===== config.mk =====
export PLATFORM = sky130hd
export DESIGN_NAME = cos_range_reduce_flat
export DESIGN_NICKNAME = d
export VERILOG_FILES = /design/src/rtl/cos_range_reduce_if.sv /design/src/rtl/cos_range_reduce.sv /design/src/flat_wrapper.sv
export SDC_FILE = /design/constraint.sdc
export NUM_CORES = 1
export LEC_CHECK = 0
export BUFFER_PORTS_ARGS = -buffer_cell sky130_fd_sc_hd__buf_2
export CORE_ASPECT_RATIO = 0.7
export CORE_UTILIZATION = 49
export DETAILED_ROUTE_END_ITERATION = 8
export PLACE_DENSITY = 0.69
export SYNTH_ARGS = -nofsm -noshare
export SYNTH_HDL_FRONTEND = slang
export SYNTH_SLANG_ARGS = --single-unit
export TNS_END_PERCENT = 100

===== constraint.sdc =====
create_clock -name i_clk -period 4.6 [get_ports i_clk]
set_input_delay 0.23 -clock i_clk [delete_from_list [all_inputs] [get_ports i_clk]]
set_output_delay 0.23 -clock i_clk [all_outputs]
set_load 0.005 [all_outputs]

===== src/rtl/cos_range_reduce_if.sv =====
// Handshake bundle between the angle requester, the range reducer and the cosine core.
// The slave side is the reducer; the master side drives requests and the core responses.
interface cos_range_reduce_if;
  logic        start;
  logic [31:0] angle;
  logic        busy;
  logic        done;
  logic        err;
  logic [31:0] cos_out;
  logic [31:0] xita_o;
  logic        cos_valid;
  logic [31:0] cos_in;

  modport slave (
    input  start, angle, cos_valid, cos_in,
    output busy, done, err, cos_out, xita_o
  );

  modport master (
    output start, angle, cos_valid, cos_in,
    input  busy, done, err, cos_out, xita_o
  );
endinterface


===== src/rtl/cos_range_reduce.sv =====
// Folds any signed Q16.16 angle into [0, pi/2] for the cosine core, then restores the sign
// of the core's result. The pi/2 point is answered directly so the core never sees it.
//
// state    | meaning
// ---------+-----------------------------------------------------------
// S_IDLE   | waiting for start; |angle| latched on accept
// S_REDUCE | 13 restoring-subtract steps of 2*pi<<k, k = 12..0
// S_FOLD1  | map (pi, 2*pi) onto (0, pi)
// S_FOLD2  | pi/2 short-cut, else drive xita_o and pick result sign
// S_SETTLE | core output not trusted while it reacts to xita_o
// S_WAIT   | take first cos_valid, or give up at terminal count
// S_DONE   | publish result; done/busy/err update on leaving
module cos_range_reduce #(
  parameter logic [31:0] TWO_PI  = 32'h0006_487F,
  parameter logic [31:0] PI      = 32'h0003_243F,
  parameter logic [31:0] PI_HALF = 32'h0001_9220,
  parameter int          SETTLE  = 2,
  parameter int          TIMEOUT = 4096
) (
  input  logic              i_clk,
  input  logic              i_rst,
  cos_range_reduce_if.slave bus
);

  localparam int SW = (SETTLE  > 1) ? $clog2(SETTLE + 1)  : 1;
  localparam int TW = (TIMEOUT > 1) ? $clog2(TIMEOUT + 1) : 1;

  typedef enum logic [2:0] {
    S_IDLE,
    S_REDUCE,
    S_FOLD1,
    S_FOLD2,
    S_SETTLE,
    S_WAIT,
    S_DONE
  } state_t;

  state_t        r_state,   w_state_nxt;
  logic [32:0]   r_a,       w_a_nxt;
  logic [3:0]    r_k,       w_k_nxt;
  logic          r_neg,     w_neg_nxt;
  logic [SW-1:0] r_settle,  w_settle_nxt;
  logic [TW-1:0] r_tmr,     w_tmr_nxt;
  logic [31:0]   r_result,  w_result_nxt;
  logic          r_timeout, w_timeout_nxt;
  logic [31:0]   r_xita,    w_xita_nxt;
  logic          r_busy,    w_busy_nxt;
  logic          r_done,    w_done_nxt;
  logic          r_err,     w_err_nxt;
  logic [31:0]   r_cos_out, w_cos_nxt;

  logic [32:0]   w_abs;
  logic [32:0]   w_sub;

  // Inverting before the increment keeps 0x8000_0000 as +2^31 in 33 bits.
  assign w_abs = bus.angle[31] ? ({1'b0, ~bus.angle} + 33'd1) : {1'b0, bus.angle};
  assign w_sub = {1'b0, TWO_PI} << r_k;

  always_comb begin
    w_state_nxt   = r_state;
    w_a_nxt       = r_a;
    w_k_nxt       = r_k;
    w_neg_nxt     = r_neg;
    w_settle_nxt  = r_settle;
    w_tmr_nxt     = r_tmr;
    w_result_nxt  = r_result;
    w_timeout_nxt = r_timeout;
    w_xita_nxt    = r_xita;
    w_busy_nxt    = r_busy;
    w_done_nxt    = 1'b0;
    w_err_nxt     = r_err;
    w_cos_nxt     = r_cos_out;

    case (r_state)
      S_IDLE: begin
        if (bus.start) begin
          w_a_nxt     = w_abs;
          w_k_nxt     = 4'd12;
          w_err_nxt   = 1'b0;
          w_busy_nxt  = 1'b1;
          w_state_nxt = S_REDUCE;
        end
      end
      S_REDUCE: begin
        if (r_a >= w_sub) w_a_nxt = r_a - w_sub;
        if (r_k == 4'd0) w_state_nxt = S_FOLD1;
        else             w_k_nxt     = r_k - 4'd1;
      end
      S_FOLD1: begin
        if (r_a > {1'b0, PI}) w_a_nxt = {1'b0, TWO_PI} - r_a;
        w_state_nxt = S_FOLD2;
      end
      S_FOLD2: begin
        if (r_a == {1'b0, PI_HALF}) begin
          w_result_nxt  = 32'd0;
          w_timeout_nxt = 1'b0;
          w_state_nxt   = S_DONE;
        end else begin
          if (r_a > {1'b0, PI_HALF}) begin
            w_xita_nxt = PI - r_a[31:0];
            w_neg_nxt  = 1'b1;
          end else begin
            w_xita_nxt = r_a[31:0];
            w_neg_nxt  = 1'b0;
          end
          w_settle_nxt = SW'(SETTLE - 1);
          w_tmr_nxt    = TW'(TIMEOUT - 1);
          w_state_nxt  = S_SETTLE;
        end
      end
      S_SETTLE: begin
        if (r_settle == '0) w_state_nxt  = S_WAIT;
        else                w_settle_nxt = r_settle - SW'(1);
      end
      S_WAIT: begin
        if (bus.cos_valid) begin
          w_result_nxt  = r_neg ? (~bus.cos_in + 32'd1) : bus.cos_in;
          w_timeout_nxt = 1'b0;
          w_state_nxt   = S_DONE;
        end else if (r_tmr == '0) begin
          w_result_nxt  = 32'd0;
          w_timeout_nxt = 1'b1;
          w_state_nxt   = S_DONE;
        end else begin
          w_tmr_nxt = r_tmr - TW'(1);
        end
      end
      S_DONE: begin
        w_done_nxt  = 1'b1;
        w_busy_nxt  = 1'b0;
        w_err_nxt   = r_timeout;
        w_cos_nxt   = r_result;
        w_state_nxt = S_IDLE;
      end
      default: w_state_nxt = S_IDLE;
    endcase
  end

  always_ff @(posedge i_clk) begin
    if (i_rst) begin
      r_state   <= S_IDLE;
      r_a       <= '0;
      r_k       <= '0;
      r_neg     <= 1'b0;
      r_settle  <= '0;
      r_tmr     <= '0;
      r_result  <= '0;
      r_timeout <= 1'b0;
      r_xita    <= '0;
      r_busy    <= 1'b0;
      r_done    <= 1'b0;
      r_err     <= 1'b0;
      r_cos_out <= '0;
    end else begin
      r_state   <= w_state_nxt;
      r_a       <= w_a_nxt;
      r_k       <= w_k_nxt;
      r_neg     <= w_neg_nxt;
      r_settle  <= w_settle_nxt;
      r_tmr     <= w_tmr_nxt;
      r_result  <= w_result_nxt;
      r_timeout <= w_timeout_nxt;
      r_xita    <= w_xita_nxt;
      r_busy    <= w_busy_nxt;
      r_done    <= w_done_nxt;
      r_err     <= w_err_nxt;
      r_cos_out <= w_cos_nxt;
    end
  end

  assign bus.busy    = r_busy;
  assign bus.done    = r_done;
  assign bus.err     = r_err;
  assign bus.cos_out = r_cos_out;
  assign bus.xita_o  = r_xita;

endmodule


===== src/flat_wrapper.sv =====
// flat-port wrapper written by rule: the top's interface ports become plain ports
module cos_range_reduce_flat 
#(
  parameter logic [31:0] TWO_PI  = 32'h0006_487F,
  parameter logic [31:0] PI      = 32'h0003_243F,
  parameter logic [31:0] PI_HALF = 32'h0001_9220,
  parameter int          SETTLE  = 2,
  parameter int          TIMEOUT = 4096
)
  (i_clk, i_rst, bus_start, bus_angle, bus_cos_valid, bus_cos_in, bus_busy, bus_done, bus_err, bus_cos_out, bus_xita_o);
  cos_range_reduce_if bus_i ();
  input  logic i_clk;
  input  logic i_rst;
  input wire logic [$bits(bus_i.start)-1:0] bus_start;
  input wire logic [$bits(bus_i.angle)-1:0] bus_angle;
  input wire logic [$bits(bus_i.cos_valid)-1:0] bus_cos_valid;
  input wire logic [$bits(bus_i.cos_in)-1:0] bus_cos_in;
  output wire logic [$bits(bus_i.busy)-1:0] bus_busy;
  output wire logic [$bits(bus_i.done)-1:0] bus_done;
  output wire logic [$bits(bus_i.err)-1:0] bus_err;
  output wire logic [$bits(bus_i.cos_out)-1:0] bus_cos_out;
  output wire logic [$bits(bus_i.xita_o)-1:0] bus_xita_o;
  assign bus_i.start = bus_start;
  assign bus_i.angle = bus_angle;
  assign bus_i.cos_valid = bus_cos_valid;
  assign bus_i.cos_in = bus_cos_in;
  assign bus_busy = bus_i.busy;
  assign bus_done = bus_i.done;
  assign bus_err = bus_i.err;
  assign bus_cos_out = bus_i.cos_out;
  assign bus_xita_o = bus_i.xita_o;
  cos_range_reduce #(.TWO_PI(TWO_PI), .PI(PI), .PI_HALF(PI_HALF), .SETTLE(SETTLE), .TIMEOUT(TIMEOUT)) u_core (.i_clk(i_clk), .i_rst(i_rst), .bus(bus_i));
endmodule

==> summary.txt <==
Floorplanning
  – Row Count: 45
  – Die width: between 150 and 200 µm
  – CORE AREA: about 22000 µm²
  – Starting Density: 50.4%
  – Number of top-level pins: between 100 and 150
  – Die H: roughly 130 µm
  – Total die area: 23100 µm²

Yosys
  – Post-synth EDFFs: 0
  – Top FF cell, synth: dfxtp_1
  – Asr flop ratio synth: 0%
  – Synth unique cells: 76
  – Register bit total from synthesis: 156
  – Post-synthesis sequential area ratio: 28.3%
  – Syn Area/Cell: 7.31 µm²
  – Synthesized instance count: 1507
  – Synth Net Count: 1623
  – Ys Warns: 0
  – Mapped cell area: 11000 µm²

Job
  – Max_cap viols: 0

Finish
  – Layout area overhead: 12.1%
  – Post-route non-filler standard cell count: ~1.9k
  – Most common cell after layout, fill and taps aside: nand2_1
  – Antenna cells: 0
  – Share of layout cells above drive strength 1: approximately 14%
  – Nets@finish: 1690
  – Most frequent cells in the layout: nand2_1, a21oi_1, dfxtp_1

Global routing
  – Number of global-route vias before repair: 9929
  – Antenna violations before repair: 0
  – Overflow after GRT: 0
  – Largest net degree at the start of global routing: 89
  – First-pass GRT wire length: roughly 55 mm
  – Gr usage total: 30.5%

Detailed routing
  – Final ANT Viol Nets: 0
  – Via count: around 11k
  – DRC Markers: 0
  – Drt first-iter violations: 1194
  – DR WL/cell: 18.9 µm
  – Vias per inst: 6.09
  – Detailed Routing Iterations Pass 1: 5
  – Final wirelength: 35.3 mm

Hold path
  – Class of the worst hold path: in2reg
  – Hold Path Stages: 3
  – Min-Delay Startpoint: bus_cos_in[31]
  – WHS Endpoint: u_core.r_result[31]$_SDFFE_PP0P_

Critical path
  – Worst R2R Path Depth: 15
  – Crit path cell chain: inv_1, ha_2, nor2_1, or3_1, ha_1, inv_1, o21bai_1, a21oi_1, nor3_1, a211o_1, a211oi_1, nor2_2, buf_4, a21bo_2, a21oi_1
  – Crit-path max FO: 20
  – Reg2reg end: u_core.r_a[3]$_SDFFE_PP0P_
  – Endpoint type of the worst setup path: register
  – Total buffers and inverters traversed by the critical path: 3
  – Worst Setup Start Kind: register
  – R2r setup slk: 0.43 ns
  – Required @ worst endpoint: 4.96 ns
  – Crit path max-delay family: compound AO/OA/AOI/OAI gates
  – WP data arrival: 4.53 ns
  – Slowest CP cell: dfxtp_1
  – Setup Crit Path Kind: reg2reg
  – CP max stage delay: 0.49 ns
  – R2R Path Start: u_core.r_k[1]$_SDFFE_PP0P_

Placement
  – IO Port Bufs: 134
  – GPL Wtd Cong: 0.955
  – Inst Count DP: 1837
  – DPL Wire Length: roughly 27 mm

CTS
  – CTS tree: done
  – Reg clk slew, reported paths: 0.07 ns
  – Htree depth: 4
  – Worst-skew pair later-pin latency: 0.44 ns
  – Max clock buf depth: 2
  – Post-CTS setup buffer count: 0
  – Clk root buf: clkbuf_16
  – Cts bufs inserted: 17
  – CTS sink count: roughly 160

Power
  – PD cells: 718 nW/µm²
  – Worst IR Drop VDD: 387 µV
  – Pleak: between 4 and 5 nW

STA
  – Final clock skew: around 0.010 ns
  – RSZ-0062 raised after global routing: false
  – Setup TNS Final: 0 ns
  – Fmax: around 240 MHz
  – Setup violators final: 0
  – Rel. slew slack: 13.5%
  – Tmin final: 4.17 ns
  – Fin. Hold Viols: 0
  – Max-slew violation count: 0
  – Period utilization: 90.6%
  – Slew @ Worst Pin: 1.28 ns

Run status
  – Status: finished clean
[routing by layer]
layer	vias up	share of wire, %	track usage, %
met5	-	0	0
met1	5233	49	47.4
met4	0	0.89	6.63
met2	581	37	39.3
met3	26	13	9.83
li1	5535	-	-
[worst reg2reg max path: stages (launching register included)]
cell and delay (ns):
dfxtp_1 0.49, inv_1 0.16, ha_2 0.41, nor2_1 0.09
or3_1 0.38, ha_1 0.42, inv_1 0.09, o21bai_1 0.08
a21oi_1 0.30, nor3_1 0.09, a211o_1 0.27, a211oi_1 0.42
nor2_2 0.23, buf_4 0.33, a21bo_2 0.21, a21oi_1 0.12
[area by class of cell]
type                    count  area (µm²)
fillers                  2125        9500
multi-input cells        1211        7370
flip-flops and latches    156        3120
repair buffers            150         793
clock buffers              21         450
well taps                 282         353
inverters                  38         143
clock inverters            11         118
[cells in the mapped netlist, drive strengths merged, types with 3 or more instances]
| cell | instances | area [µm²] |
|---|---|---|
| a211oi | 32 | 240 |
| a21o | 13 | 97.6 |
| a21oi | 165 | 826 |
| a22oi | 19 | 143 |
| a311o | 3 | 30.0 |
| a311oi | 10 | 87.6 |
| a31oi | 10 | 62.6 |
| and2 | 8 | 50.1 |
| and3 | 13 | 81.3 |
| and4 | 5 | 43.8 |
| buf | 11 | 60.1 |
| clkbuf | 91 | 342 |
| dfxtp | 156 | 3120 |
| ha | 47 | 588 |
| inv | 37 | 139 |
| mux2i | 7 | 70.1 |
| nand2 | 218 | 818 |
| nand2b | 20 | 140 |
| nand3 | 22 | 115 |
| nand4 | 16 | 100 |
| nand4b | 5 | 43.8 |
| nor2 | 142 | 533 |
| nor2b | 9 | 56.3 |
| nor3 | 46 | 235 |
| nor4 | 14 | 93.8 |
| nor4b | 7 | 61.3 |
| o211ai | 7 | 52.6 |
| o21a | 5 | 37.5 |
| o21ai | 100 | 508 |
| o21bai | 8 | 60.1 |
| o221ai | 3 | 26.3 |
| o22ai | 14 | 87.6 |
| o311ai | 4 | 35.0 |
| o31a | 3 | 26.3 |
| o31ai | 20 | 178 |
| o32ai | 11 | 96.3 |
| o41ai | 7 | 76.3 |
| or2 | 12 | 75.1 |
| or3 | 30 | 193 |
| or3b | 3 | 26.3 |
| or4 | 15 | 131 |
| xnor2 | 51 | 447 |
| xor2 | 65 | 569 |
[cell families after synthesis]
kind of cell	count (synthesis)	share of synthesized area [%]
xor gates and xnor gates	116	9.22
buffers and inverters	140	4.94
AOI/OAI and AO/OA	448	25.4
DFF	156	28.3
muxes	8	0.738
adders and majority gates	48	5.52
and+or+nand+nor	591	25.8
[registers in the layout (all words and copies together), names as in the netlist]
name,flops
u_core.r_neg,1
u_core.r_timeout,1
u_core.r_tmr,13
u_core.bus.cos_out,32
u_core.bus.done,1
u_core.r_settle,2
u_core.bus.busy,1
u_core.bus.err,1
u_core.r_k,4
u_core.r_result,32
u_core.r_a,33
u_core.bus.xita_o,32
u_core.r_state,3
[how the worst max path moves through the flow]
stage / from / to / slack, ns / cells past startpoint
after CTS: u_core.r_k[1]$_SDFFE_PP0P_ / u_core.r_a[7]$_SDFFE_PP0P_ / 0.37 / 12
after global routing: u_core.r_k[1]$_SDFFE_PP0P_ / u_core.r_a[28]$_SDFFE_PP0P_ / 0.05 / 16
final: u_core.r_k[1]$_SDFFE_PP0P_ / u_core.r_a[3]$_SDFFE_PP0P_ / 0.43 / 15
after detailed placement: u_core.r_k[1]$_SDFFE_PP0P_ / u_core.r_a[7]$_SDFFE_PP0P_ / 0.39 / 12
after global placement: u_core.r_k[1]$_SDFFE_PP0P_ / u_core.r_a[7]$_SDFFE_PP0P_ / 0.52 / 12
after floorplan: u_core.r_k[1]$_SDFFE_PP0P_ / u_core.r_a[24]$_SDFFE_PP0P_ / 0.82 / 16
[timing repair]
action,in CTS,in global routing
hold endpoints to repair,0,0
hold buffers,0,0
resized for setup,0,3
setup endpoints to repair,0,10
[power breakdown]
| part | switching [W] | internal [W] | total (W) |
|---|---|---|---|
| registers | 0.000451 | 0.00157 | 0.00202 |
| logic | 0.00343 | 0.00202 | 0.00545 |
| clock network | 0.000588 | 0.000811 | 0.00140 |
[through the flow]
stage	power, W	hold WS, ns	utilization [%]	cell area [µm²]	setup slack (ns)
4_1_cts	0.00869	0.0902	56.5	12300	0.372
3_3_place_gp	0.00725	0.435	53.9	11800	0.523
5_1_grt	0.00951	0.132	56.5	12300	0.0519
2_1_floorplan	0.00578	0.391	-	11000	0.821
3_5_place_dp	0.00727	0.442	53.9	11800	0.393
6_report	0.00887	0.100	56.5	12300	0.430
(Power assumes the default switching activity.)
